$ cat src/rtl/spram_ctrl_pkg.sv
// Shared types and width helpers for the single-port RAM request controller.
// Latency: n/a (declarations only).
// Backpressure: n/a.
package spram_ctrl_pkg;

    // Which requester owned the RAM port on the most recent granted cycle.
    typedef enum logic {
        GNT_WR = 1'b0,
        GNT_RD = 1'b1
    } grant_e;

    // Address width for a RAM of the given depth; never narrower than one bit.
    function automatic int addr_width(input int depth);
        return (depth > 1) ? $clog2(depth) : 1;
    endfunction

    // Width needed to count 0..depth occupied entries inclusive.
    function automatic int cnt_width(input int depth);
        return $clog2(depth + 1);
    endfunction

endpackage

$ cat src/rtl/spram_rsp_fifo.sv
// Response buffer: DEPTH x WIDTH shift-style FIFO whose entry 0 is the visible head.
// Latency: a push is visible at the head on the following cycle when the FIFO was empty.
// Backpressure: caller must not push when full unless popping in the same cycle; such pushes are dropped.
//
// Ports:
//   clk, rst_n             clock, asynchronous active-low reset
//   push, push_data        enqueue one word
//   pop                    dequeue the head word (ignored when empty)
//   count                  number of occupied entries
//   head_valid, head_data  current head of the queue
module spram_rsp_fifo
    import spram_ctrl_pkg::*;
#(
    parameter int DEPTH = 2,
    parameter int WIDTH = 8,
    localparam int CNT_W = cnt_width(DEPTH)
) (
    input  logic             clk,
    input  logic             rst_n,
    input  logic             push,
    input  logic [WIDTH-1:0] push_data,
    input  logic             pop,
    output logic [CNT_W-1:0] count,
    output logic             head_valid,
    output logic [WIDTH-1:0] head_data
);

    localparam int IDX_W = (DEPTH > 1) ? $clog2(DEPTH) : 1;

    logic [WIDTH-1:0] entry [DEPTH];
    logic             pop_eff;
    logic             push_eff;
    logic [CNT_W-1:0] wr_slot;
    logic [IDX_W-1:0] wr_idx;

    assign pop_eff  = pop & head_valid;
    assign push_eff = push & ((count < CNT_W'(DEPTH)) | pop_eff);

    // Entries are kept packed toward index 0, so the next free slot is the
    // occupancy after this cycle's pop has shifted everything down.
    assign wr_slot = count - CNT_W'(pop_eff);
    assign wr_idx  = wr_slot[IDX_W-1:0];

    always_ff @(posedge clk or negedge rst_n) begin
        if (!rst_n) begin
            for (int i = 0; i < DEPTH; i++) begin
                entry[i] <= '0;
            end
            count <= '0;
        end else begin
            if (pop_eff) begin
                for (int i = 0; i < DEPTH - 1; i++) begin
                    entry[i] <= entry[i+1];
                end
            end
            // Placed after the shift so a simultaneous push lands in the
            // freshly vacated slot.
            if (push_eff) begin
                entry[wr_idx] <= push_data;
            end
            count <= count + CNT_W'(push_eff) - CNT_W'(pop_eff);
        end
    end

    assign head_valid = (count != '0);
    assign head_data  = entry[0];

endmodule

$ cat src/rtl/spram_req_ctrl.sv
// Arbitrates independent write/read request streams onto one single-port RAM and buffers read data.
// Latency: grant is combinational in the request cycle; read response is valid 2 cycles after the read handshake.
// Backpressure: rd_ready drops when inflight plus buffered responses would exceed RSP_DEPTH; writes are never blocked by responses.
//
// Ports:
//   clk, rst_n                     clock, asynchronous active-low reset
//   wr_valid/wr_ready/wr_addr/wr_data   write request stream
//   rd_valid/rd_ready/rd_addr           read request stream
//   rsp_valid/rsp_ready/rsp_data        read response stream
//   ram_w_en/ram_addr/ram_data_in       drive to the RAM's shared port
//   ram_data_out                        registered RAM read data (holds while w_en=1)
module spram_req_ctrl
    import spram_ctrl_pkg::*;
#(
    parameter int DEPTH     = 8,
    parameter int WIDTH     = 8,
    parameter int RSP_DEPTH = 2,
    localparam int ADDR_W   = addr_width(DEPTH)
) (
    input  logic              clk,
    input  logic              rst_n,
    input  logic              wr_valid,
    output logic              wr_ready,
    input  logic [ADDR_W-1:0] wr_addr,
    input  logic [WIDTH-1:0]  wr_data,
    input  logic              rd_valid,
    output logic              rd_ready,
    input  logic [ADDR_W-1:0] rd_addr,
    output logic              rsp_valid,
    input  logic              rsp_ready,
    output logic [WIDTH-1:0]  rsp_data,
    output logic              ram_w_en,
    output logic [ADDR_W-1:0] ram_addr,
    output logic [WIDTH-1:0]  ram_data_in,
    input  logic [WIDTH-1:0]  ram_data_out
);

    localparam int CNT_W = cnt_width(RSP_DEPTH);
    localparam int OCC_W = CNT_W + 1;

    grant_e           last_grant;
    logic             inflight;
    logic [CNT_W-1:0] rsp_count;
    logic             rsp_pop;
    logic [OCC_W-1:0] occupancy;
    logic             rd_ok;
    logic             rd_elig;
    logic             gnt_wr;
    logic             gnt_rd;

    // Credit: every read already granted (inflight or buffered) owns a buffer
    // slot; a pop this cycle frees one immediately so streaming reads with
    // rsp_ready=1 sustain one per cycle.
    assign rsp_pop   = rsp_valid & rsp_ready;
    assign occupancy = OCC_W'(rsp_count) + OCC_W'(inflight) - OCC_W'(rsp_pop);
    assign rd_ok     = occupancy < OCC_W'(RSP_DEPTH);
    assign rd_elig   = rd_valid & rd_ok;

    // One grant per cycle. When both sides are eligible, hand the port to the
    // side that did not have it last. Everything is gated off during reset.
    always_comb begin
        gnt_wr = 1'b0;
        gnt_rd = 1'b0;
        if (rst_n) begin
            if (wr_valid && rd_elig) begin
                if (last_grant == GNT_WR) begin
                    gnt_rd = 1'b1;
                end else begin
                    gnt_wr = 1'b1;
                end
            end else begin
                gnt_wr = wr_valid;
                gnt_rd = rd_elig;
            end
        end
    end

    assign wr_ready = gnt_wr;
    assign rd_ready = gnt_rd;

    // RAM port drive in the grant cycle; idle cycles present all zeros.
    always_comb begin
        ram_w_en    = 1'b0;
        ram_addr    = '0;
        ram_data_in = '0;
        if (gnt_wr) begin
            ram_w_en    = 1'b1;
            ram_addr    = wr_addr;
            ram_data_in = wr_data;
        end else if (gnt_rd) begin
            ram_addr    = rd_addr;
        end
    end

    // inflight marks the cycle in which ram_data_out carries the previous
    // cycle's read; that word is captured into the buffer at the end of it.
    always_ff @(posedge clk or negedge rst_n) begin
        if (!rst_n) begin
            last_grant <= GNT_RD;
            inflight   <= 1'b0;
        end else begin
            inflight <= gnt_rd;
            if (gnt_wr) begin
                last_grant <= GNT_WR;
            end else if (gnt_rd) begin
                last_grant <= GNT_RD;
            end
        end
    end

    spram_rsp_fifo #(
        .DEPTH (RSP_DEPTH),
        .WIDTH (WIDTH)
    ) u_rsp_fifo (
        .clk        (clk),
        .rst_n      (rst_n),
        .push       (inflight),
        .push_data  (ram_data_out),
        .pop        (rsp_pop),
        .count      (rsp_count),
        .head_valid (rsp_valid),
        .head_data  (rsp_data)
    );

endmodule

$ cat config.mk
export PLATFORM = sky130hd
export DESIGN_NAME = spram_req_ctrl
export DESIGN_NICKNAME = d
export VERILOG_FILES = /design/src/rtl/spram_ctrl_pkg.sv /design/src/rtl/spram_rsp_fifo.sv /design/src/rtl/spram_req_ctrl.sv
export SDC_FILE = /design/constraint.sdc
export NUM_CORES = 1
export LEC_CHECK = 0
export CAP_MARGIN = 20
export CORE_ASPECT_RATIO = 1.75
export CORE_MARGIN = 2
export CORE_UTILIZATION = 39
export CTS_BUF_LIST = sky130_fd_sc_hd__clkbuf_8
export CTS_CLUSTER_DIAMETER = 120
export DETAILED_ROUTE_END_ITERATION = 10
export PLACE_DENSITY = 0.78
export SYNTH_ARGS = -nofsm -noshare
export SYNTH_HDL_FRONTEND = slang
export SYNTH_SLANG_ARGS = --single-unit
$ cat constraint.sdc
create_clock -name clk -period 2.8 [get_ports clk]
set_input_delay 0.56 -clock clk [delete_from_list [all_inputs] [get_ports clk]]
set_output_delay 0.56 -clock clk [all_outputs]
set_load 0.02 [all_outputs]
==> impl_results.md, run 1 <==
* Outcome: finished, violations left
* Violated checks: setup timing
* Layout Skew at between 1 and 1.5 ps
* Layout cells sized above 1 at 50.00%
* Largest family of logic cells by synthesized area: multiplexers
* Levels on crit path at 10
* Required @ worst endpoint at 2240 ps
* P per Cell Area at ~1100 mW/mm^2
* Tcrit/Tclk final at 105.6%
* Simple-gate area share of the yosys netlist at 11.42%
* Area contributors post-synth: dfrtp_1, mux2_2, mux2_4, buf_4, and2_1
* Fillers at 202
* Hold depth at 1
* Reg2Reg Depth at 10
* Max Buffers Root-to-Sink at 2
* HPWL Detailed at 2163 um
* Min cycle time layout at 2956 ps
* P&R area growth vs syn at 65.53%
* Synth Cell Area at approximately 0.0012 mm^2
* Clk slew on worst S/H paths at 70 ps
* Synth Area in Compound Gates at 4.376%
* Post-synth top area cell: dfrtp_1
* Sequential-to-total area share from yosys stat at between 40% and 50%
* WL met2 at 1740 um
* Fin area at about 0.0019 mm^2
* Die area at 0.003478 mm^2
* First-pass GRT wire length at 5085 um
* CTS tree: yes
* Final cell count without fillers at 182
* Crit path DAT at approximately 2400 ps
* Met3 wire length at 121 um
* Vias in the first global route at 1063
* Synth Warn # at 0
* Max Cap Viol at 0
* Most used DFF post-synth: dfrtp_1
* Slew Viols, Final at 0
* Worst path bufs/invs at 3
* Synth async-reset ratio at 100.0%
* Drt pass-1 iters at 2
* Worst setup SP type: flop
* Cells after synthesis at ~100
* Pin count of the biggest net entering global routing at 17
* Via count at 937
* Crit Path Class: flop to output port
* Slew HR at 69.64%
* Leak pwr at roughly 0.87 nW
* Count leader, synth: dfrtp_1
* Fin. Hold Viols at 0
* Top cells by count, synth: dfrtp_1, mux2_2, and2_1, buf_4, mux2_4
* Hold Crit Class: flop to flop
* Post-synthesis mux area share at 25.61%
* Antenna violations before repair at 0
* Clk_lat worst skew at 260 ps
* Post-synth EDFFs at 0
* Routability congestion estimate at approximately 0.7
* Inst Count DP at 171
* Worst-Margin Slew at 454.1 ps
* Worst-path fanout max at 5
* Netlist cell types at 25
* Max stage delay on crit path at 380 ps
* Via/cell ratio at 5.148
* Critical Path End Type: output port
* Crit-path slowest cell: dfrtp_1
* Post-Synth XOR/XNOR Area at 1.494%
* Area after DPL at 0.001740 mm^2
* Yosys reg bits at 20
* Worst-path cell chain: o21a_1 > ha_4 > inv_4 > nand2_2 > fa_2 > xnor2_4 > buf_4 > a41oi_4 > and2_4 > buf_6
* Final-report setup violation count at 14
* I/O Buffers at between 40 and 50
* Initial cell density of the core at 40.49%
* Highest Signal Layer: met4
* Avg WL per Cell at 16.65 um
* Nets at 186
* N_diodes at 0
* Total CTS buffers at 3
* Rows at 26
* Mean post-synth cell area at around 12 um^2
* Routed Antenna Nets at 0
* Core area at 0.002895 mm^2
* Sink Count at 20
* Synth Net Count at between 100 and 150
* Die W at roughly 45 um
* Worst path top cell family by delay: adder cells
* DRC viols at 0
* Final WS setup at -155.9 ps
* Peak Freq at 0.3383 GHz
* Clock root buffer: clkbuf_8
* VDD IR max at 0.0006464 V
* RSZ-0062 raised after global routing: true
* Grt ovf at 0
* Die Span Y at 76.53 um
* WHS at 511.4 ps
* Tot GR Track Use at 20.20%
* WL met1 at 1058 um
* DR iter-0 viols at 14
* Io pins at 50
* Top cell type's share of synthesized area at 40.55%
* Post-Synth Adder-Cell Area at 4.909%
* Routed wire length at approximately 3000 um
* CTS H-tree lvls at 1
[layout by cell type, fill, tap and decap left out, drive strengths merged]
| master | Yosys | layout |
|---|---|---|
| clkdlybuf4s50 | 0 | 34 |
| buf | 11 | 28 |
| mux2 | 24 | 24 |
| dfrtp | 19 | 19 |
| and2 | 9 | 9 |
| nand2 | 7 | 7 |
| inv | 6 | 6 |
| nand3 | 4 | 4 |
| clkbuf | 1 | 3 |
| o22ai | 3 | 3 |
| ha | 3 | 3 |
| a41oi | 1 | 2 |
| o21a | 1 | 1 |
| xnor2 | 1 | 1 |
| nand4 | 1 | 1 |
| and4 | 1 | 1 |
| nor2 | 1 | 1 |
| nand2b | 1 | 1 |
| xor2 | 1 | 1 |
| and3 | 1 | 1 |
| a22o | 1 | 1 |
| fa | 1 | 1 |
| bufinv | 0 | 1 |
| dfstp | 1 | 1 |
[cell families (layout without fill, tap and decap cells)]
family | count (synthesis) | after routing
buf+inv | 18 | 72
mux | 24 | 24
compound gates | 6 | 7
fa+ha+maj | 4 | 4
simple gates | 25 | 25
flops | 20 | 20
xor+xnor | 2 | 2
[power by group]
group | internal [mW] | switching [mW] | leakage [nW] | total (mW)
Combinational | 0.718 | 0.530 | 0.587 | 1.25
Clock | 0.191 | 0.0990 | 0.0357 | 0.290
Sequential | 0.432 | 0.0756 | 0.248 | 0.507
[routing by layer]
layer	up-vias	GRT usage, %
met4	0	12.35
met3	10	4.028
met2	33	34.51
met5	-	0
met1	449	20.88
li1	445	-
[worst register-to-register path: cells and delay by family, from the launching register on]
kind | cells | cell delay, ps
DFF | 1 | 380
AOI/OAI and AO/OA | 2 | 440
buffers and inverters | 3 | 310
xor gates and xnor gates | 1 | 150
adders and majority gates | 2 | 610
and+or+nand+nor | 2 | 250
[final cells by class]
cell class	instances	area, um^2	area share, %
clock buffer	3	41.29	2.128
clock inverter	1	30.03	1.547
inverter	6	25.02	1.289
multi-input combinational	62	691.9	35.65
sequential	20	501.7	25.85
tap	28	35.03	1.805
timing repair buffer	62	615.6	31.72
[repair_timing]
action	CTS	global route
buffers inserted	5	1
endpoints found under the setup margin	14	14
pin swaps	16	4
cloned	1	0
hold buffers	0	0
gates resized for setup	98	1
[worst paths after layout]
| path | start | end | slack, ps |
|---|---|---|---|
| setup / recovery | u_rsp_fifo.count[1] | ram_data_in[1] | -160 |
| hold / removal | flop | flop | 510 |
| setup reg to reg | u_rsp_fifo.count[1] | last_grant | 580 |
| hold reg to reg | flop | flop | 510 |
| max in group asynchronous | rst_n | u_rsp_fifo.head_data[2] | 1770 |
| min in group asynchronous | rst_n | inflight | 610 |
[stage by stage]
stage | util (%) | setup TNS (ps) | setup slack [ps] | power (mW)
after floorplan | - | -394.7 | -67.79 | 1.227
after global placement | 60.11 | -13070 | -1018 | 1.457
after detailed placement | 60.11 | -14110 | -1111 | 1.505
after CTS | 66.64 | -1656 | -153.0 | 2.043
after global routing | 67.03 | -3046 | -269.0 | 2.163
final | 67.03 | -1722 | -155.9 | 2.045
Note: power is estimated with default switching activity, not from simulation.
==> run 2: changes to the inputs <==
Settings changed: CTS_CLUSTER_SIZE set to 28.
==> results of run 2 <==
Same layout as run 1: the final DEF is identical, and so are final timing and power.
==> run 3: changes to the inputs <==
Settings changed: SKIP_LAST_GASP set to 1.
==> results of run 3 <==
Same layout as run 1: the final DEF is identical, and so are final timing and power.
